### config.mk
export PLATFORM = sky130hd
export DESIGN_NAME = seq_decoder
export DESIGN_NICKNAME = d
export VERILOG_FILES = /design/src/rtl/seq_decoder.sv
export SDC_FILE = /design/constraint.sdc
export NUM_CORES = 1
export LEC_CHECK = 0
export ABC_CLOCK_PERIOD_IN_PS = 2700
export BUFFER_PORTS_ARGS = -buffer_cell sky130_fd_sc_hd__clkbuf_2
export CAP_MARGIN = 30
export CORE_UTILIZATION = 43
export CTS_CLUSTER_DIAMETER = 80
export DETAILED_ROUTE_END_ITERATION = 6
export PLACE_DENSITY = 0.78
export SYNTH_ARGS = -nofsm -noshare
export SYNTH_HDL_FRONTEND = slang
export SYNTH_SLANG_ARGS = --single-unit
### constraint.sdc
create_clock -name clk -period 2.7 [get_ports clk]
set_clock_uncertainty 0.05 [all_clocks]
set_input_delay 0.405 -clock clk [delete_from_list [all_inputs] [get_ports clk]]
set_output_delay 0.405 -clock clk [all_outputs]
set_load 0.005 [all_outputs]
### src/rtl/seq_decoder.sv
// seq_decoder: multi-cycle fetch/execute control unit.
// Owns the PC, sequences ROM fetch, GPR/ALU/stack strobes and RAM handshakes.
package seq_decoder_pkg;
    localparam logic [7:0] OP_NOP = 8'h00;
    localparam logic [7:0] OP_LD  = 8'h01;
    localparam logic [7:0] OP_LDR = 8'h02;
    localparam logic [7:0] OP_ADD = 8'h03;
    localparam logic [7:0] OP_SUB = 8'h04;
    localparam logic [7:0] OP_INC = 8'h05;
    localparam logic [7:0] OP_DEC = 8'h06;
    localparam logic [7:0] OP_CLR = 8'h07;
    localparam logic [7:0] OP_FIL = 8'h08;
    localparam logic [7:0] OP_PSH = 8'h09;
    localparam logic [7:0] OP_POP = 8'h0A;
    localparam logic [7:0] OP_JMP = 8'h0B;
    localparam logic [7:0] OP_JZ  = 8'h0C;
    localparam logic [7:0] OP_LDM = 8'h0D;
    localparam logic [7:0] OP_STM = 8'h0E;
    localparam logic [7:0] OP_HLT = 8'h0F;

    localparam logic [4:0] ALU_NONE = 5'd0;
    localparam logic [4:0] ALU_ADD  = 5'd1;
    localparam logic [4:0] ALU_SUB  = 5'd2;

    localparam logic [1:0] FLT_NONE = 2'd0;
    localparam logic [1:0] FLT_OVF  = 2'd1;
    localparam logic [1:0] FLT_UNF  = 2'd2;
    localparam logic [1:0] FLT_MEM  = 2'd3;
endpackage

module seq_decoder
    import seq_decoder_pkg::*;
#(
    parameter int DATA_W      = 8,
    parameter int REG_AW      = 3,
    parameter int PC_W        = 8,
    parameter int MEM_AW      = 8,
    parameter int MEM_TIMEOUT = 15,
    parameter int INSTR_W     = 8 + 2 * DATA_W
) (
    input  logic               clk,
    input  logic               rst_n,
    output logic [PC_W-1:0]    rom_addr,
    input  logic [INSTR_W-1:0] rom_data,
    output logic               gpr_w_enable,
    output logic [REG_AW-1:0]  gpr_w_addr,
    output logic [DATA_W-1:0]  gpr_w_data,
    output logic [REG_AW-1:0]  gpr_r_addr_a,
    output logic [REG_AW-1:0]  gpr_r_addr_b,
    input  logic [DATA_W-1:0]  gpr_r_data_a,
    input  logic [DATA_W-1:0]  gpr_r_data_b,
    output logic               flags_w_enable,
    input  logic               flag_z,
    output logic [4:0]         alu_operation,
    output logic [DATA_W-1:0]  alu_A,
    output logic [DATA_W-1:0]  alu_B,
    input  logic [DATA_W-1:0]  alu_C,
    output logic               stack_push_enable,
    output logic [DATA_W-1:0]  stack_push_data,
    output logic               stack_pop_enable,
    input  logic [DATA_W-1:0]  stack_pop_data,
    input  logic               stack_full,
    input  logic               stack_empty,
    output logic               mem_req,
    output logic               mem_we,
    output logic [MEM_AW-1:0]  mem_addr,
    output logic [DATA_W-1:0]  mem_wdata,
    input  logic               mem_ack,
    input  logic [DATA_W-1:0]  mem_rdata,
    output logic               halted,
    output logic [1:0]         fault
);

    localparam int CNT_W = $clog2(MEM_TIMEOUT + 1);

    typedef enum logic [1:0] {
        S_FETCH,
        S_EXEC,
        S_MEM_WAIT,
        S_HALT
    } state_t;

    state_t             state_q, state_d;
    logic [PC_W-1:0]    pc_q, pc_d;
    logic [INSTR_W-1:0] ir_q, ir_d;
    logic [CNT_W-1:0]   cnt_q, cnt_d;
    logic [1:0]         fault_q, fault_d;

    logic [INSTR_W-1:0] instr;
    logic [7:0]         opcode;
    logic [DATA_W-1:0]  arg_a;
    logic [DATA_W-1:0]  arg_b;
    logic [REG_AW-1:0]  ra;
    logic [REG_AW-1:0]  rb;
    logic [PC_W-1:0]    pc_inc;
    logic               is_stm;
    logic               unused_bits;

    // EXEC decodes the ROM word directly; MEM_WAIT replays it from IR
    assign instr  = (state_q == S_EXEC) ? rom_data : ir_q;
    assign opcode = instr[INSTR_W-1 -: 8];
    assign arg_a  = instr[2*DATA_W-1 -: DATA_W];
    assign arg_b  = instr[DATA_W-1:0];
    assign ra     = arg_a[REG_AW-1:0];
    assign rb     = arg_b[REG_AW-1:0];
    assign pc_inc = pc_q + PC_W'(1);
    assign is_stm = (opcode == OP_STM);

    assign unused_bits = ^arg_a[DATA_W-1:REG_AW];

    assign rom_addr = pc_q;
    assign halted   = (state_q == S_HALT);
    assign fault    = fault_q;

    always_comb begin
        state_d           = state_q;
        pc_d              = pc_q;
        ir_d              = ir_q;
        cnt_d             = cnt_q;
        fault_d           = fault_q;
        gpr_w_enable      = 1'b0;
        gpr_w_addr        = '0;
        gpr_w_data        = '0;
        gpr_r_addr_a      = '0;
        gpr_r_addr_b      = '0;
        flags_w_enable    = 1'b0;
        alu_operation     = ALU_NONE;
        alu_A             = '0;
        alu_B             = '0;
        stack_push_enable = 1'b0;
        stack_push_data   = '0;
        stack_pop_enable  = 1'b0;
        mem_req           = 1'b0;
        mem_we            = 1'b0;
        mem_addr          = '0;
        mem_wdata         = '0;

        unique case (state_q)
            S_FETCH: begin
                state_d = S_EXEC;
            end

            S_EXEC: begin
                ir_d    = rom_data;
                state_d = S_FETCH;
                pc_d    = pc_inc;
                case (opcode)
                    OP_LD: begin
                        gpr_r_addr_b = rb;
                        gpr_w_enable = 1'b1;
                        gpr_w_addr   = ra;
                        gpr_w_data   = gpr_r_data_b;
                    end
                    OP_LDR: begin
                        gpr_w_enable = 1'b1;
                        gpr_w_addr   = ra;
                        gpr_w_data   = arg_b;
                    end
                    OP_ADD, OP_SUB: begin
                        gpr_r_addr_a   = ra;
                        gpr_r_addr_b   = rb;
                        alu_A          = gpr_r_data_a;
                        alu_B          = gpr_r_data_b;
                        alu_operation  = (opcode == OP_ADD) ? ALU_ADD : ALU_SUB;
                        flags_w_enable = 1'b1;
                        gpr_w_enable   = 1'b1;
                        gpr_w_addr     = ra;
                        gpr_w_data     = alu_C;
                    end
                    OP_INC, OP_DEC: begin
                        gpr_r_addr_a   = ra;
                        alu_A          = gpr_r_data_a;
                        alu_B          = DATA_W'(1);
                        alu_operation  = (opcode == OP_INC) ? ALU_ADD : ALU_SUB;
                        flags_w_enable = 1'b1;
                        gpr_w_enable   = 1'b1;
                        gpr_w_addr     = ra;
                        gpr_w_data     = alu_C;
                    end
                    OP_CLR, OP_FIL: begin
                        gpr_w_enable = 1'b1;
                        gpr_w_addr   = ra;
                        gpr_w_data   = (opcode == OP_FIL) ? '1 : '0;
                    end
                    OP_PSH: begin
                        gpr_r_addr_a = ra;
                        if (stack_full) begin
                            fault_d = FLT_OVF;
                            state_d = S_HALT;
                            pc_d    = pc_q;
                        end else begin
                            stack_push_enable = 1'b1;
                            stack_push_data   = gpr_r_data_a;
                        end
                    end
                    OP_POP: begin
                        if (stack_empty) begin
                            fault_d = FLT_UNF;
                            state_d = S_HALT;
                            pc_d    = pc_q;
                        end else begin
                            stack_pop_enable = 1'b1;
                            gpr_w_enable     = 1'b1;
                            gpr_w_addr       = ra;
                            gpr_w_data       = stack_pop_data;
                        end
                    end
                    OP_JMP: begin
                        pc_d = arg_b[PC_W-1:0];
                    end
                    OP_JZ: begin
                        if (flag_z) pc_d = arg_b[PC_W-1:0];
                    end
                    OP_LDM, OP_STM: begin
                        mem_req  = 1'b1;
                        mem_we   = is_stm;
                        mem_addr = arg_b[MEM_AW-1:0];
                        if (is_stm) begin
                            gpr_r_addr_a = ra;
                            mem_wdata    = gpr_r_data_a;
                        end
                        cnt_d   = '0;
                        state_d = S_MEM_WAIT;
                        pc_d    = pc_q;
                    end
                    OP_HLT: begin
                        state_d = S_HALT;
                        pc_d    = pc_q;
                    end
                    default: ;
                endcase
            end

            S_MEM_WAIT: begin
                mem_req  = !mem_ack;
                mem_we   = is_stm;
                mem_addr = arg_b[MEM_AW-1:0];
                if (is_stm) begin
                    gpr_r_addr_a = ra;
                    mem_wdata    = gpr_r_data_a;
                end
                if (mem_ack) begin
                    if (!is_stm) begin
                        gpr_w_enable = 1'b1;
                        gpr_w_addr   = ra;
                        gpr_w_data   = mem_rdata;
                    end
                    pc_d    = pc_inc;
                    state_d = S_FETCH;
                end else if (cnt_q == CNT_W'(MEM_TIMEOUT - 1)) begin
                    fault_d = FLT_MEM;
                    state_d = S_HALT;
                end else begin
                    cnt_d = cnt_q + CNT_W'(1);
                end
            end

            S_HALT: ;
        endcase
    end

    always_ff @(posedge clk or negedge rst_n) begin
        if (!rst_n) begin
            state_q <= S_FETCH;
            pc_q    <= '0;
            ir_q    <= '0;
            cnt_q   <= '0;
            fault_q <= FLT_NONE;
        end else begin
            state_q <= state_d;
            pc_q    <= pc_d;
            ir_q    <= ir_d;
            cnt_q   <= cnt_d;
            fault_q <= fault_d;
        end
    end

endmodule

==> results.md <==
- Status: finished, violations left
- Failing checks: setup timing
- Layout area overhead: 62.2%
- PD cells: 698 nW/um^2
- Starting DRT DRC Count: roughly 280
- Startpoint Class: flip-flop
- H-tree levels: 2
- Post-synth top area cell: dfrtp_1
- Setup ws final: -0.359 ns
- Vias/cell: between 5 and 6
- Initial Util: between 40 and 50%
- Hold Buf Count CTS: 0
- Worst EP arrival: 2.60 ns
- Pins over their slew limit: 0
- Crit path kind: flip-flop to output pin
- Worst min path class: input pin to asynchronous set/reset pin
- Root Buffer: clkbuf_8
- Placed Cells: 655
- Post-layout min period: about 3.1 ns
- Grt met2 use: between 40 and 50%
- RD Place Congestion: around 0.9
- Met3 GRT Util: ~3.9%
- Sequential element share of the synthesized area: between 20% and 30%
- Required time of the critical path: roughly 2.3 ns
- Die W: ~88 um
- Max-Cap Viols: 0
- Antenna cells: 0
- Routed WL: about 12000 um
- Placed wire-length estimate: about 8000 um
- Tot GR Track Use: between 20% and 30%
- Mapped Area: ~3200 um^2
- Netlist cell types: 64
- CTS max path bufs: 2
- WL/cell: around 18 um
- Vias in the first global route: about 3500
- Dominant cell by count in the synthesized netlist: dfrtp_1
- Syn Area/Cell: 8.14 um^2
- Post-route DRC violation count: 0
- TritonCTS buffer count: 5
- Final Hold Viols: 0
- Leakage: 2.41 nW
- Core Area: roughly 7000 um^2
- Grt met1 use: around a third
- Total power: between 3 and 4 mW
- Primary FF master, synth: dfrtp_1
- Post-route core utilization: around 74%
- Final hold slack: ~0.013 ns
- YS warnings: 0
- Max frequency: approximately 0.33 GHz
- Async SR Flop Fraction: 100%
- Final Setup Violations: between 60 and 70
- Pin count of the biggest net entering global routing: 36
- Area share of the largest cell type after synthesis: between 20% and 30%
- Fin nets: between 600 and 700
- RSZ-0062 raised after global routing: yes
- Die Y: a little under 90 um
- Worst setup EP type: output pin
- Worst Path Max Fanout: 20
- Synth top area cells: dfrtp_1 28%, and2_1 5.9%, mux2_2 5.3%
- Gr busiest metal: met2
- Initial antenna violation count: 0
- I/O Pins: 149
- Die area: 7750 um^2
- Syn Inst Count: about 390
- GR Overflow Total: 0
- TritonCTS clock tree: yes
- Final Cycle Share: 113%
- TritonRoute pass-1 iters: 5
- Via count: about 4000
- Clk Latency, worst-skew pair: 0.30 ns
- First-pass GRT wire length: between 15000 and 20000 um
- Post-synth EDFFs: 0
- IO buf count: between 100 and 150
- Place WS: -0.161 ns
- Max VDD drop: ~0.00045 V
- Seq cells post-synth: 35
- Clock Pin Slew Worst Setup and Hold Paths: 0.08 ns
- CTS Sinks: 35
- Routed Antenna Nets: 0
- Final cell count without fillers: 678
- Share of layout cells above drive strength 1: between 50% and 60%
- Post-synth top cells: 35 x dfrtp_1, 32 x nand2_1, 30 x and2_1
- Row Count: 30
-- cells by family after synthesis --
| family | Yosys count | share of synthesized area [%] |
|---|---|---|
| buf+inv | 42 | 5.94 |
| mux | 21 | 7.19 |
| other cells | 1 | 0.118 |
| simple gates | 156 | 27.8 |
| compound gates | 127 | 28.2 |
| fa+ha+maj | 7 | 2.75 |
| xor+xnor | 2 | 0.550 |
| flops | 35 | 27.5 |
-- layout make-up --
class	count	area [um^2]
Fill cell	461	1820
Clock inverter	3	43.8
Clock buffer	5	68.8
Inverter	15	56.3
Timing Repair Buffer	208	1480
Sequential cell	35	876
Multi-Input combinational cell	316	2510
Tap cell	96	120
-- path summary, 6_finish.rpt --
check,from,endpoint,slack [ns],depth (start not counted)
max,state_q[1]$_DFFE_PN0P_,gpr_w_data[6],-0.36,12
min,rst_n,fault[1]$_DFFE_PN0P_,0.01,2
max reg2reg,state_q[1]$_DFFE_PN0P_,fault[0]$_DFFE_PN0P_,0.02,12
min reg2reg,ir_q[22]$_DFF_PN0_,ir_q[22]$_DFF_PN0_,0.47,1
max in group asynchronous,rst_n,rom_addr[1]$_DFFE_PN0P_,2.39,2
min in group clk,rom_data[22],ir_q[22]$_DFF_PN0_,0.31,2
-- through the flow --
stage | area [um^2] | setup TNS [ns]
2_1_floorplan | 3190 | 0
3_5_place_dp | 4310 | -1.61
6_report | 5160 | -16.52
3_3_place_gp | 4310 | -0.909
5_1_grt | 5160 | -21.20
4_1_cts | 4730 | -13.14
-- placed cells by master, fill, tap and decap left out, types with 6 or more instances in the layout --
master / Yosys / routed
clkbuf_2: 0 / 109
buf_4: 4 / 49
buf_6: 1 / 39
dfrtp_1: 35 / 35
nand2_1: 32 / 29
and2_4: 0 / 23
a21oi_1: 26 / 22
nor2_1: 20 / 18
o21ai_0: 28 / 18
mux2_2: 15 / 13
inv_1: 14 / 13
and3_1: 12 / 12
nand3_1: 11 / 11
nor2b_1: 9 / 9
o21ai_1: 1 / 9
a32oi_1: 8 / 8
and2_1: 30 / 7
nor3_1: 10 / 6
ha_1: 7 / 6
buf_2: 7 / 6
-- worst max-delay path, stage by stage (launching register included) --
cell and delay (ns):
dfrtp_1 0.39, inv_2 0.08, ha_4 0.16, buf_12 0.15, buf_4 0.15, nor3_1 0.07
or2_2 0.33, buf_4 0.18, a21oi_1 0.17, o2bb2ai_2 0.11, a221oi_1 0.27, o21ai_1 0.10
clkbuf_2 0.13
-- flip-flops by register name (all words and copies together) (netlist names) --
signal / flops
ir_q: 19
rom_addr: 8
cnt_q: 4
fault: 2
state_q: 2
-- layer usage --
| metal | vias up | wire [um] |
|---|---|---|
| met5 | - | 0 |
| met4 | 0 | 268 |
| met3 | 32 | 806 |
| met2 | 197 | 6220 |
| met1 | 1937 | 4790 |
| li1 | 1831 | - |
-- where the power goes --
part	leakage (nW)	switching [mW]	internal, mW
registers	0.428	0.245	0.747
logic	1.92	1.15	0.965
clock network	0.0581	0.216	0.275
total	2.41	1.61	1.99
-- what timing repair did --
item	CTS	global route
pin swaps	17	22
setup buffers	7	4
gates cloned	1	2
resized for setup	61	96
endpoints found under the setup margin	65	68
hold endpoints to repair	0	0
No activity file was read; power rests on OpenSTA's default activity.
